$ cat src/rtl/packet_decode_pkg.sv
// Shared encodings for the packet stream decoder: FSM states, error causes and the
// default framing magic words.
package packet_decode_pkg;

  localparam logic [1:0] ST_IDLE    = 2'd0;
  localparam logic [1:0] ST_CMD     = 2'd1;
  localparam logic [1:0] ST_LEN     = 2'd2;
  localparam logic [1:0] ST_PAYLOAD = 2'd3;

  localparam logic [1:0] ERR_LEN     = 2'd1;
  localparam logic [1:0] ERR_OVF     = 2'd2;
  localparam logic [1:0] ERR_TIMEOUT = 2'd3;

  localparam logic [31:0] RESYNC_WORD_DEF = 32'h1EDC6F41;
  localparam logic [31:0] SOP_WORD_DEF    = 32'h741B8CD7;

endpackage

$ cat src/rtl/pkt_timeout_timer.sv
// Inactivity timer: counts enabled cycles since the last clear and pulses o_expired
// combinationally in the cycle the count reaches TIMEOUT_CYC. TIMEOUT_CYC=0 disables it.
module pkt_timeout_timer #(
  parameter int unsigned TIMEOUT_CYC = 1000000
) (
  input  logic i_clk,
  input  logic i_reset,
  input  logic i_clear,
  input  logic i_enable,
  output logic o_expired
);

  localparam int unsigned TW = (TIMEOUT_CYC > 0) ? $clog2(TIMEOUT_CYC + 1) : 1;

  generate
    if (TIMEOUT_CYC == 0) begin : g_off
      logic unused_inputs;
      assign unused_inputs = ^{i_clk, i_reset, i_clear, i_enable};
      assign o_expired     = 1'b0;
    end else begin : g_on
      localparam logic [TW-1:0] LAST = TW'(TIMEOUT_CYC - 1);
      logic [TW-1:0] count_q;

      always_ff @(posedge i_clk or posedge i_reset) begin
        if (i_reset) begin
          count_q <= '0;
        end else if (i_clear) begin
          count_q <= '0;
        end else if (i_enable) begin
          count_q <= count_q + TW'(1);
        end
      end

      // A clear in the expiry cycle (word arrival) suppresses the pulse.
      assign o_expired = i_enable && !i_clear && (count_q == LAST);
    end
  endgenerate

endmodule

$ cat src/rtl/packet_stream_decoder.sv
// Frames assembled words into SOP/CMD/LEN/payload packets, streams payload to the FIFO
// and reports packet start/done, errors and resync. All outputs are registered.
module packet_stream_decoder
  import packet_decode_pkg::*;
#(
  parameter int unsigned     WORD_W       = 32,
  parameter int unsigned     CMD_W        = 2,
  parameter int unsigned     LEN_W        = 16,
  parameter int unsigned     MAX_WORDS    = 4096,
  parameter bit              LEN_BYTESWAP = 1'b1,
  parameter logic [WORD_W-1:0] RESYNC_WORD = WORD_W'(RESYNC_WORD_DEF),
  parameter logic [WORD_W-1:0] SOP_WORD    = WORD_W'(SOP_WORD_DEF),
  parameter int unsigned     TIMEOUT_CYC  = 1000000
) (
  input  logic              i_clk,
  input  logic              i_reset,
  input  logic              i_word_valid,
  input  logic [WORD_W-1:0] i_word_data,
  input  logic              i_payload_full,
  output logic              o_payload_valid,
  output logic [WORD_W-1:0] o_payload_data,
  output logic              o_payload_last,
  output logic [CMD_W-1:0]  o_cmd,
  output logic [LEN_W-1:0]  o_len,
  output logic              o_pkt_start,
  output logic              o_pkt_done,
  output logic              o_pkt_error,
  output logic [1:0]        o_err_code,
  output logic              o_resync
);

  localparam logic [LEN_W-1:0] MAX_L = LEN_W'(MAX_WORDS);

  logic [1:0]        state_q, state_d;
  logic [LEN_W-1:0]  count_q, count_d, count_inc;
  logic [CMD_W-1:0]  cmd_q, cmd_d;
  logic [LEN_W-1:0]  len_q, len_d;
  logic [WORD_W-1:0] data_q, data_d;
  logic [1:0]        err_code_q, err_code_d;
  logic              valid_q, valid_d, last_q, last_d;
  logic              start_q, start_d, done_q, done_d;
  logic              error_q, error_d, resync_q, resync_d;
  logic              tmr_expired;

  // LEN word arrives little-endian from the host; reverse byte order before use.
  logic [WORD_W-1:0] len_swapped, len_word;
  logic [LEN_W-1:0]  len_val;

  generate
    for (genvar b = 0; b < WORD_W / 8; b++) begin : g_swap
      assign len_swapped[8*b +: 8] = i_word_data[WORD_W-8-8*b +: 8];
    end
    if (LEN_W < WORD_W) begin : g_len_hi
      logic unused_len_hi;
      assign unused_len_hi = ^len_word[WORD_W-1:LEN_W];
    end
  endgenerate

  assign len_word  = LEN_BYTESWAP ? len_swapped : i_word_data;
  assign len_val   = len_word[LEN_W-1:0];
  assign count_inc = count_q + LEN_W'(1);

  pkt_timeout_timer #(
    .TIMEOUT_CYC (TIMEOUT_CYC)
  ) u_timer (
    .i_clk     (i_clk),
    .i_reset   (i_reset),
    .i_clear   (i_word_valid || (state_q == ST_IDLE)),
    .i_enable  (state_q != ST_IDLE),
    .o_expired (tmr_expired)
  );

  always_comb begin
    state_d    = state_q;
    count_d    = count_q;
    cmd_d      = cmd_q;
    len_d      = len_q;
    data_d     = data_q;
    err_code_d = err_code_q;
    valid_d    = 1'b0;
    last_d     = 1'b0;
    start_d    = 1'b0;
    done_d     = 1'b0;
    error_d    = 1'b0;
    resync_d   = 1'b0;

    if (i_word_valid) begin
      if (i_word_data == RESYNC_WORD) begin
        resync_d = 1'b1;
        state_d  = ST_IDLE;
      end else begin
        unique case (state_q)
          ST_IDLE: begin
            if (i_word_data == SOP_WORD) state_d = ST_CMD;
          end
          ST_CMD: begin
            cmd_d   = i_word_data[WORD_W-1 -: CMD_W];
            state_d = ST_LEN;
          end
          ST_LEN: begin
            len_d = len_val;
            if (len_val > MAX_L) begin
              error_d    = 1'b1;
              err_code_d = ERR_LEN;
              state_d    = ST_IDLE;
            end else if (len_val == '0) begin
              start_d = 1'b1;
              done_d  = 1'b1;
              state_d = ST_IDLE;
            end else begin
              start_d = 1'b1;
              count_d = '0;
              state_d = ST_PAYLOAD;
            end
          end
          ST_PAYLOAD: begin
            if (i_payload_full) begin
              error_d    = 1'b1;
              err_code_d = ERR_OVF;
              state_d    = ST_IDLE;
            end else begin
              valid_d = 1'b1;
              data_d  = i_word_data;
              count_d = count_inc;
              if (count_inc == len_q) begin
                last_d  = 1'b1;
                done_d  = 1'b1;
                state_d = ST_IDLE;
              end
            end
          end
        endcase
      end
    end else if (tmr_expired) begin
      error_d    = 1'b1;
      err_code_d = ERR_TIMEOUT;
      state_d    = ST_IDLE;
    end
  end

  always_ff @(posedge i_clk or posedge i_reset) begin
    if (i_reset) begin
      state_q    <= ST_IDLE;
      count_q    <= '0;
      cmd_q      <= '0;
      len_q      <= '0;
      data_q     <= '0;
      err_code_q <= '0;
      valid_q    <= 1'b0;
      last_q     <= 1'b0;
      start_q    <= 1'b0;
      done_q     <= 1'b0;
      error_q    <= 1'b0;
      resync_q   <= 1'b0;
    end else begin
      state_q    <= state_d;
      count_q    <= count_d;
      cmd_q      <= cmd_d;
      len_q      <= len_d;
      data_q     <= data_d;
      err_code_q <= err_code_d;
      valid_q    <= valid_d;
      last_q     <= last_d;
      start_q    <= start_d;
      done_q     <= done_d;
      error_q    <= error_d;
      resync_q   <= resync_d;
    end
  end

  assign o_payload_valid = valid_q;
  assign o_payload_data  = data_q;
  assign o_payload_last  = last_q;
  assign o_cmd           = cmd_q;
  assign o_len           = len_q;
  assign o_pkt_start     = start_q;
  assign o_pkt_done      = done_q;
  assign o_pkt_error     = error_q;
  assign o_err_code      = err_code_q;
  assign o_resync        = resync_q;

endmodule

$ cat config.mk
export PLATFORM = sky130hd
export DESIGN_NAME = packet_stream_decoder
export DESIGN_NICKNAME = d
export VERILOG_FILES = /design/src/rtl/packet_decode_pkg.sv /design/src/rtl/pkt_timeout_timer.sv /design/src/rtl/packet_stream_decoder.sv
export SDC_FILE = /design/constraint.sdc
export NUM_CORES = 1
export LEC_CHECK = 0
export BUFFER_PORTS_ARGS = -buffer_cell sky130_fd_sc_hd__buf_4
export CAP_MARGIN = 10
export CORE_UTILIZATION = 50
export CTS_CLUSTER_DIAMETER = 80
export DETAILED_ROUTE_END_ITERATION = 8
export GPL_TIMING_DRIVEN = 1
export MAX_ROUTING_LAYER = met4
export PLACE_DENSITY_LB_ADDON = 0.3
export SYNTH_ARGS = -nofsm -noshare
export SYNTH_HDL_FRONTEND = slang
export SYNTH_SLANG_ARGS = --single-unit
$ cat constraint.sdc
create_clock -name i_clk -period 3.4 [get_ports i_clk]
set_input_delay 0.51 -clock i_clk [delete_from_list [all_inputs] [get_ports i_clk]]
set_output_delay 0.51 -clock i_clk [all_outputs]
set_load 0.01 [all_outputs]
==> results by group <==
Outcome
  – Run status: finished, final reports clean

Setup path
  – R2r startpoint: count_q[0]
  – R2R depth: 8
  – Crit path max fanout: 8
  – Max stage delay on crit path: 0.47 ns
  – Worst EP required: ~3.6 ns
  – Critical path arrival: 2.94 ns
  – CP top delay family: simple AND/OR/NAND/NOR gates
  – RR Endpoint: state_q[1]
  – CP Launch Type: flop
  – Worst-path cell chain: ha_1, nand3_1, nor3_1, xnor2_1, o21a_1, a2111oi_0, and3_1, o211ai_1
  – Worst Setup End Kind: flop
  – Crit path kind: flop to flop
  – Slowest CP cell: dfrtp_1
  – CP bufs+invs: 0
  – FF-to-FF setup slack: ~0.69 ns

Die
  – Die footprint: about 10000 um2
  – Chip Width: 101.5 um
  – Std-Cell Rows: 35
  – IO Pins: 94
  – Die Ht: 101.5 um
  – Initial Util: 52.61%
  – Core ar.: roughly 9400 um2

Pwr
  – Comb pwr share: 36.7%
  – Sw Pwr: around 1.7 mW
  – PD cells: 754.2 nW/um2
  – Overall power: 4.515 mW
  – Leakage: between 2 and 3 nW
  – Clock power share: approximately a fifth
  – Sw Share: 36.69%
  – Worst vdd ir: slightly above 0.0005 V
  – Internal power: between 2 and 3 mW
  – Seq pwr share: 43.3%

Detailed routing
  – WL per Instance: 17.00 um
  – Routed Antenna Nets: 0
  – Vias per std cell: 5.743
  – Drt pass-1 iters: 5
  – Via count: between 4k and 5k
  – # DRC: 0
  – DR iter-0 viols: about 320
  – Final wirelength: roughly 13000 um

STA
  – Slew headroom: just over 50%
  – Tcrit/Tclk final: about four fifths
  – Unrepaired setup endpoints after global routing: no
  – Min Tclk post-route: 2.714 ns
  – Worst Hold Margin: ~0.25 ns
  – Fmax: 0.3685 GHz
  – Final Max Slew Viols: 0
  – Post-Route Skew: 0.01291 ns
  – Worst-Margin Slew: a little over 0.7 ns
  – Setup TNS: 0 ns
  – Endpoints failing hold: 0
  – Final setup fails: 0

Cells and area
  – Finished Layout Cells: 755
  – Final core utilization: 63.57%
  – Layout fillers: 790
  – Proportion of layout cells with a drive suffix above 1: roughly 23%
  – Area growth syn-to-layout: 20.84%
  – Ant diodes: 0
  – Nets@finish: 660

Logic synthesis
  – Number of synthesized flops with an enable pin: 0
  – Mapped Cells: about 530
  – Post-synthesis async set-or-reset flop share: 100.0%
  – Cell area after synthesis: 4954 um2
  – Synth Net Count: 570
  – Yosys warnings: 0
  – FF+latch count, synth: 96
  – Top_reg_cell synth: dfrtp_1
  – Register area share after synthesis: 48.50%
  – Unique masters post-synth: 60
  – Mean Syn Cell Area: 9.311 um2

Clock tree
  – # H-tree levels: 3
  – Clk root buf: clkbuf_8
  – Clock Latency Late Sink: ~0.36 ns
  – Hold_buf cts: 0
  – Clk sinks: 96
  – CTS buffer count: 9
  – Clock Path Buffers: 2
  – CTS tree: yes
  – Post-CTS setup buffers: 0
  – Post-CTS resize count: 0
  – Clk slew on worst S/H paths: 0.10 ns

Global routing
  – Initial antenna violation count: 0
  – Global-route wire length before repair: 20800 um
  – Largest net degree at the start of global routing: 58
  – Vias in the first global route: 4098
  – Total Routing Usage GR: 27.34%
  – Global route total overflow: 0

Placed design
  – Placed Cells: 740
  – Placed wire-length estimate: 9289 um
  – Number of port buffers: 93
  – Gpl congestion: 0.9601

Flow run
  – Max Cap Viol: 0

Hold path
  – Worst Hold Class: input port to asynchronous set/reset pin
-- cells in the final DEF, fill, tap and decap left out, types with 3 or more instances in the layout --
cell / instances
nand2_1: 119
buf_4: 98
dfrtp_1: 96
nor2_1: 45
o21ai_0: 28
nand3_1: 27
xor2_1: 17
xnor2_1: 16
mux2_2: 13
nor4_1: 11
nand4_1: 10
and3_1: 9
clkbuf_8: 9
a21oi_1: 8
o31ai_1: 8
or3_1: 7
nor3_1: 7
inv_1: 6
a31oi_1: 6
mux2_1: 5
or4_1: 5
and2_1: 5
nor2b_1: 5
o211ai_1: 4
nor4b_1: 3
nand3b_1: 3
nand4b_1: 3
and4_1: 3
and3_2: 3
nand2b_1: 3
o21a_1: 3
o22a_1: 3
bufinv_16: 3
-- state kept, by name, indices dropped and copies added (netlist names) --
register,flops
o_pkt_error,1
o_resync,1
o_payload_last,1
o_payload_data,32
o_pkt_done,1
state_q,2
o_payload_valid,1
count_q,16
o_len,16
u_timer.g_on.count_q,20
o_cmd,2
o_err_code,2
o_pkt_start,1
-- synthesized netlist by cell type (2+ instances only) --
library cell	count	area (um2)
nand2b_1	3	18.77
mux2i_1	2	20.02
buf_6	5	56.30
buf_2	2	10.01
and4_1	3	26.28
nor2_1	45	168.9
nand4_1	10	62.56
xnor2_1	16	140.1
o31ai_1	8	60.06
o211ai_1	4	30.03
and3_1	9	56.30
dfrtp_1	96	2402
clkbuf_1	8	30.03
o311a_1	2	20.02
mux2_1	5	56.30
ha_1	2	25.02
nand3_1	27	135.1
xor2_1	17	148.9
a31oi_1	6	37.54
o21a_1	3	22.52
nand3b_1	3	22.52
o21bai_1	2	15.01
nor2b_1	5	31.28
and2_1	5	31.28
mux2_2	13	146.4
o22a_1	3	26.28
nand4b_1	3	26.28
inv_1	7	26.28
nor3_1	7	35.03
buf_1	4	15.01
nor4_1	11	68.82
a21oi_1	8	40.04
o21ai_0	28	140.1
or3_1	7	43.79
and3_2	3	22.52
or3_2	2	15.01
nor4b_1	3	26.28
nand2_1	119	446.7
or4_1	5	37.54
-- metal layers --
| layer | up-vias | track usage, % | part of all wire [%] | wire, um |
|---|---|---|---|---|
| li1 | 2041 | - | - | - |
| met1 | 2115 | 39.54 | 47 | 6070 |
| met2 | 163 | 39.66 | 45 | 5822 |
| met3 | 17 | 4.003 | 6.1 | 783 |
| met4 | 0 | 8.473 | 1.2 | 159 |
| met5 | - | - | 0 | 0 |
-- final cells by class --
class | count | area [um2] | area share [%]
Tap cell | 129 | 161.4 | 2.696
Multi-Input combinational cell | 408 | 2396 | 40.03
Inverter | 8 | 31.28 | 0.5226
Clock buffer | 9 | 123.9 | 2.069
Timing Repair Buffer | 99 | 755.7 | 12.63
Sequential cell | 96 | 2402 | 40.13
Clock inverter | 6 | 115.1 | 1.923
-- logic make-up after synthesis --
family	count (synthesis)	synth area share (%)
AOI/OAI and AO/OA	73	9.826
xor gates and xnor gates	33	5.835
adders and majority gates	2	0.5051
buffers and inverters	28	3.132
DFF	96	48.50
muxes	20	4.496
and+or+nand+nor	280	27.71
-- metrics by stage --
step / worst slack [ns] / cell area, um2
6_report: 0.6864 / 5986
2_1_floorplan: 0.3846 / 4954
5_1_grt: 0.4030 / 5986
3_3_place_gp: 0.5332 / 5747
4_1_cts: 0.7475 / 5986
3_5_place_dp: 0.4966 / 5747
-- power by group through the flow --
stage | combinational [mW] | clock, mW | sequential (mW)
after global placement | 1.62 | 0 | 1.94
final | 1.66 | 0.903 | 1.95
after CTS | 1.66 | 0.912 | 1.94
after floorplan | 0.845 | 0 | 1.96
after global routing | 1.81 | 0.959 | 2.01
after detailed placement | 1.66 | 0 | 1.95
-- how the worst max path moves through the flow --
stage                            end             from  slack (ns)  cells past startpoint
after floorplan           count_q[0]          i_reset        0.38                      1
after global placement    count_q[4]  i_word_data[30]        0.53                      8
after detailed placement  count_q[4]  i_word_data[30]        0.50                      8
after CTS                 state_q[1]       count_q[0]        0.75                      8
after global routing      state_q[1]       count_q[0]        0.40                      8
final                     state_q[1]       count_q[0]        0.69                      8
No activity file was read; power rests on OpenSTA's default activity.
